<file path="config.mk">
export PLATFORM = sky130hd
export DESIGN_NAME = key_debouncer_flat
export DESIGN_NICKNAME = d
export VERILOG_FILES = /design/src/rtl/key_debouncer_pkg.sv /design/src/rtl/key_debouncer_if.sv /design/src/rtl/key_debouncer_channel.sv /design/src/rtl/key_debouncer.sv /design/src/flat_wrapper.sv
export SDC_FILE = /design/constraint.sdc
export NUM_CORES = 1
export LEC_CHECK = 0
export ABC_AREA = 1
export ABC_CLOCK_PERIOD_IN_PS = 2600
export CAP_MARGIN = 20
export CORE_MARGIN = 1.5
export CORE_UTILIZATION = 55
export DETAILED_ROUTE_END_ITERATION = 8
export PLACE_DENSITY = 0.71
export SLEW_MARGIN = 10
export SYNTH_ARGS = -nofsm -noshare
export SYNTH_HDL_FRONTEND = slang
export SYNTH_SLANG_ARGS = --single-unit
</file>
<file path="constraint.sdc">
create_clock -name clk100_i -period 2.6 [get_ports clk100_i]
set_input_delay 0.39 -clock clk100_i [delete_from_list [all_inputs] [get_ports clk100_i]]
set_output_delay 0.39 -clock clk100_i [all_outputs]
set_load 0.05 [all_outputs]
</file>
<file path="src/rtl/key_debouncer_pkg.sv">
// Board-level constants shared by the key conditioning logic.
package key_debouncer_pkg;

  localparam int CLK_FREQ_HZ = 100_000_000;
  localparam int BOARD_N_KEYS = 3;
  localparam int DEBOUNCE_MS = 10;

  function automatic int debounce_cycles(input int clk_hz, input int ms);
    return clk_hz / 1000 * ms;
  endfunction

  localparam int BOARD_STABLE_CYCLES = debounce_cycles(CLK_FREQ_HZ, DEBOUNCE_MS);

endpackage

</file>
<file path="src/rtl/key_debouncer_if.sv">
// Raw key bus in, debounced level and press/release pulses out.
import key_debouncer_pkg::*;

interface key_debouncer_if #(
  parameter int N_KEYS = BOARD_N_KEYS
);
  logic [N_KEYS-1:0] key_i;
  logic [N_KEYS-1:0] key_state_o;
  logic [N_KEYS-1:0] key_press_o;
  logic [N_KEYS-1:0] key_release_o;

  modport master (output key_i, input key_state_o, input key_press_o, input key_release_o);
  modport slave  (input key_i, output key_state_o, output key_press_o, output key_release_o);
endinterface

</file>
<file path="src/rtl/key_debouncer_channel.sv">
// One key: 2-FF synchroniser, hold-time counter and one-cycle press/release pulses.
import key_debouncer_pkg::*;

module key_debouncer_channel #(
  parameter int STABLE_CYCLES = 8,
  parameter bit IDLE_LVL      = 1'b1
) (
  input  logic clk_i,
  input  logic rst_i,
  input  logic key_i,
  output logic state_o,
  output logic press_o,
  output logic release_o
);
  localparam int CNT_W = $clog2(STABLE_CYCLES);
  localparam logic [CNT_W-1:0] CNT_LAST = CNT_W'(STABLE_CYCLES - 1);

  logic             sync1_q, sync2_q;
  logic             stable_q, stable_d;
  logic [CNT_W-1:0] cnt_q, cnt_d;
  logic             press_q, press_d;
  logic             release_q, release_d;
  logic             norm;

  // Pressed is 1 after this point regardless of board polarity.
  assign norm = sync2_q ^ IDLE_LVL;

  always_comb begin
    stable_d  = stable_q;
    cnt_d     = '0;
    press_d   = 1'b0;
    release_d = 1'b0;
    if (norm != stable_q) begin
      if (cnt_q == CNT_LAST) begin
        stable_d  = norm;
        press_d   = norm;
        release_d = ~norm;
      end else begin
        cnt_d = cnt_q + CNT_W'(1);
      end
    end
  end

  always_ff @(posedge clk_i or posedge rst_i) begin
    if (rst_i) begin
      sync1_q   <= IDLE_LVL;
      sync2_q   <= IDLE_LVL;
      stable_q  <= 1'b0;
      cnt_q     <= '0;
      press_q   <= 1'b0;
      release_q <= 1'b0;
    end else begin
      sync1_q   <= key_i;
      sync2_q   <= sync1_q;
      stable_q  <= stable_d;
      cnt_q     <= cnt_d;
      press_q   <= press_d;
      release_q <= release_d;
    end
  end

  assign state_o   = stable_q;
  assign press_o   = press_q;
  assign release_o = release_q;

endmodule

</file>
<file path="src/rtl/key_debouncer.sv">
// Push-button conditioner: one independent debounce channel per key, packed onto the key bus.
import key_debouncer_pkg::*;

module key_debouncer #(
  parameter int N_KEYS        = BOARD_N_KEYS,
  parameter int STABLE_CYCLES = BOARD_STABLE_CYCLES,
  parameter int ACTIVE_LOW    = 1
) (
  input  logic            clk100_i,
  input  logic            rst_i,
  key_debouncer_if.slave  kif
);
  // Idle raw level is the opposite of the pressed level.
  localparam bit IDLE_LVL = (ACTIVE_LOW != 0);

  logic [N_KEYS-1:0] state_w, press_w, release_w;

  for (genvar g = 0; g < N_KEYS; g++) begin : g_ch
    key_debouncer_channel #(
      .STABLE_CYCLES (STABLE_CYCLES),
      .IDLE_LVL      (IDLE_LVL)
    ) u_ch (
      .clk_i     (clk100_i),
      .rst_i     (rst_i),
      .key_i     (kif.key_i[g]),
      .state_o   (state_w[g]),
      .press_o   (press_w[g]),
      .release_o (release_w[g])
    );
  end

  assign kif.key_state_o   = state_w;
  assign kif.key_press_o   = press_w;
  assign kif.key_release_o = release_w;

endmodule

</file>
<file path="src/flat_wrapper.sv">
// flat-port wrapper written by rule: the top's interface ports become plain ports
module key_debouncer_flat 
#(
  parameter int N_KEYS        = BOARD_N_KEYS,
  parameter int STABLE_CYCLES = BOARD_STABLE_CYCLES,
  parameter int ACTIVE_LOW    = 1
)
  (clk100_i, rst_i, kif_key_i, kif_key_state_o, kif_key_press_o, kif_key_release_o);
  key_debouncer_if #(.N_KEYS(N_KEYS)) kif_i ();
  input  logic clk100_i;
  input  logic rst_i;
  input wire logic [$bits(kif_i.key_i)-1:0] kif_key_i;
  output wire logic [$bits(kif_i.key_state_o)-1:0] kif_key_state_o;
  output wire logic [$bits(kif_i.key_press_o)-1:0] kif_key_press_o;
  output wire logic [$bits(kif_i.key_release_o)-1:0] kif_key_release_o;
  assign kif_i.key_i = kif_key_i;
  assign kif_key_state_o = kif_i.key_state_o;
  assign kif_key_press_o = kif_i.key_press_o;
  assign kif_key_release_o = kif_i.key_release_o;
  key_debouncer #(.N_KEYS(N_KEYS), .STABLE_CYCLES(STABLE_CYCLES), .ACTIVE_LOW(ACTIVE_LOW)) u_core (.clk100_i(clk100_i), .rst_i(rst_i), .kif(kif_i));
endmodule
</file>
==> summary.txt <==
Synthesis
  • Mapped Avg Cell Area: about 8.2 um2
  • Register area share after synthesis: 46.52%
  • Synth Cell Area: just over 4000 um2
  • Yosys warns: 0
  • Cell variety after synth: 31
  • Post-Synthesis Cells: 495
  • Share of the synthesized area in the top cell type: a little over two fifths
  • FF+latch count, synth: between 70 and 80
  • Synth area leaders: dfrtp_1 (43%), nor2_1 (11%), nand2_1 (8.1%)
  • Post-synth EDFFs: 0
  • Mapped Nets: 503
  • Largest area contributor in the netlist: dfrtp_1
  • Most used DFF post-synth: dfrtp_1
  • Ys async rst share: 100.0%

Routing
  • DRC: 0
  • WL final: about 7.5 mm
  • Vias after detailed routing: slightly above 3000
  • Drt initial violations: 121
  • Routed WL per cell: 12.17 um
  • DR vias/cell: approximately 5
  • Detailed Routing Iterations Pass 1: 4
  • DRT antenna net count: 0

Clock tree
  • CTS tree: yes
  • # resized after CTS: 0
  • CTS Hold Bufs: 0
  • CTS buffer count: 9
  • Longest Clk Path Bufs: 2
  • H-tree depth: 3
  • CTS sink count: 75
  • Worst skew pair latency: roughly 0.35 ns
  • Number of setup buffers added after CTS: 0
  • Clock Pin Slew Worst Setup and Hold Paths: approximately 0.080 ns
  • Root Driver: clkbuf_8

Timing
  • Final setup TNS: 0 ns
  • RSZ-0062 raised after global routing: false
  • Clk_skew: 0.006409 ns
  • Worst setup margin: between 0.6 and 0.7 ns
  • Max Clk Rate: 501.4 MHz
  • Relative max-transition margin: 61.72%
  • Tmin final: 1.994 ns
  • Pin slew with the least headroom to its limit: 0.5733 ns
  • Final setup violation count: 0
  • Final Slew Violations: 0
  • Tcrit/Tclk final: 76.70%
  • Hold Vio Cnt, Final: 0

Floorplanning
  • Die ar.: a little under 8000 um2
  • Die Width: 88.82 um
  • Core area: 7176 um2
  • Initial Util: a little under three fifths
  • Die height: ~89 um
  • Rows: 31
  • Io pins: 14

Cells and area
  • Share of cells above drive strength 1: between 10% and 20%
  • N_diodes: 0
  • Post-layout util: a little over three fifths
  • Area grow syn2layout: 11.55%
  • Final instance area: roughly 4500 um2
  • Nets: 520

Critical path
  • Worst Setup End Kind: output port
  • Largest stage delay, worst path: ~0.83 ns
  • Startpoint Class: flip-flop
  • Worst path cell trace: clkdlybuf4s50_1
  • Bufs and invs on worst path: 1
  • Critical Path AT: about 1.6 ns
  • Worst Reg-to-Reg Cells: 5
  • Instance count on the critical path: 1
  • Slowest CP cell: clkdlybuf4s50_1
  • WS Path Type: reg2out
  • Required time worst endpoint: between 2 and 2.5 ns
  • Critical Path Fanout Max: 5
  • Top cell family by delay on the critical path: buffers and inverters

Flow run
  • MaxCap Viol Count: 0

Worst hold path
  • Worst min path class: reg2reg
  • Hold path cells: 0

Pwr
  • Maximum vdd drop: 321.9 uV
  • Leak pwr: 1.934 nW
  • PD cells: roughly 520 nW/um2

Global route
  • Antenna violations before repair: 0
  • First-pass GRT wire length: ~13 mm
  • GRT Util Overall: 22.40%
  • Congestion Overflow GR: 0
  • Number of global-route vias before repair: roughly 2900
  • Pin count of the biggest net entering global routing: 28

Placed design
  • HPWL Detailed: between 5 and 6 mm
  • Placer Congestion: between 0.8 and 0.9
  • Port buffer count: 13
  • Pre-CTS WS: 0.9734 ns
  • DP Area: about 4300 um2

Outcome
  • Status: finished, final reports clean
==> flip-flops by register name (all words and copies together), names as in the netlist <==
signal                      flops
u_core.g_ch.u_ch.sync1_q        3
u_core.g_ch.u_ch.release_o      3
u_core.g_ch.u_ch.sync2_q        3
u_core.g_ch.u_ch.cnt_q         60
u_core.g_ch.u_ch.press_o        3
u_core.g_ch.u_ch.state_o        3
==> path summary, 6_finish.rpt <==
path                                                          from                                      to  slack, ns
setup / recovery           u_core.g_ch[2].u_ch.state_o$_DFFE_PP0P_                      kif_key_state_o[2]       0.61
hold / removal               u_core.g_ch[2].u_ch.sync1_q$_DFF_PP1_   u_core.g_ch[2].u_ch.sync2_q$_DFF_PP1_       0.36
setup reg to reg             u_core.g_ch[0].u_ch.sync2_q$_DFF_PP1_  u_core.g_ch[0].u_ch.cnt_q[3]$_DFF_PP0_       1.04
hold reg to reg              u_core.g_ch[2].u_ch.sync1_q$_DFF_PP1_   u_core.g_ch[2].u_ch.sync2_q$_DFF_PP1_       0.36
max in group asynchronous                                    rst_i   u_core.g_ch[1].u_ch.sync1_q$_DFF_PP1_       1.58
min in group asynchronous                                    rst_i  u_core.g_ch[0].u_ch.cnt_q[9]$_DFF_PP0_       0.41
==> placed cells by master, fill, tap and decap left out, types with 11 or more instances in the layout <==
master,synthesis,final
nand2_1,87,87
nand3_1,35,35
nor2_2,17,17
xor2_1,20,20
nor2_1,117,117
dfrtp_1,69,69
xnor2_1,11,11
clkdlybuf4s50_1,0,13
inv_1,42,41
nand2_2,11,11
==> kinds of logic after synthesis <==
kind of cell               count (synthesis)  synth area share [%]
and+or+nand+nor                          311                 36.86
xor gates and xnor gates                  31                 6.704
AOI/OAI and AO/OA                         19                 2.935
buffers and inverters                     56                 6.055
adders and majority gates                  3                0.9269
DFF                                       75                 46.52
==> per-layer routing <==
metal	global-route usage, %	wire [um]	vias up
met4	8.523	146	0
met1	29.90	3466	1454
met3	4.571	251	14
li1	-	-	1587
met5	0	0	-
met2	36.02	3632	51
==> cell usage after synthesis (3+ instances only) <==
| master | count |
|---|---|
| nand4_1 | 9 |
| a21oi_1 | 9 |
| nor2_4 | 8 |
| nor3_1 | 7 |
| dfstp_2 | 6 |
| nand3_2 | 6 |
| buf_4 | 9 |
| xor2_1 | 20 |
| nand2_1 | 87 |
| o21bai_1 | 5 |
| inv_2 | 4 |
| xnor2_1 | 11 |
| nor2_1 | 117 |
| nand2_2 | 11 |
| nand3_1 | 35 |
| dfrtp_1 | 69 |
| o21ai_1 | 3 |
| nand3b_1 | 3 |
| ha_1 | 3 |
| nor3b_1 | 3 |
| nor2_2 | 17 |
| inv_1 | 42 |
==> final cells by class <==
| cell class | count | area [um2] |
|---|---|---|
| Clock buffer | 10 | 127.6 |
| Clock inverter | 6 | 111.4 |
| Fill cell | 608 | 2658 |
| Inverter | 46 | 172.7 |
| Multi-Input combinational cell | 364 | 1921 |
| Sequential cell | 75 | 1884 |
| Tap cell | 99 | 123.9 |
| Timing Repair Buffer | 16 | 177.7 |
==> through the flow <==
| step | hold slack, ns | cells | total power, mW |
|---|---|---|---|
| global route | 0.3636 | 616 | 2.459 |
| finish | 0.3584 | 616 | 2.353 |
| detailed placement | 0.3491 | 600 | 1.311 |
| CTS | 0.3607 | 616 | 2.391 |
| floorplan | 0.3452 | 495 | 1.277 |
| global placement | 0.3472 | 600 | 1.308 |
==> report_power, final <==
part           internal, mW  switching [mW]
registers              1.19          0.0124
clock network         0.639           0.429
logic                0.0294          0.0574
total                  1.85           0.499
No activity file was read; power rests on OpenSTA's default activity.
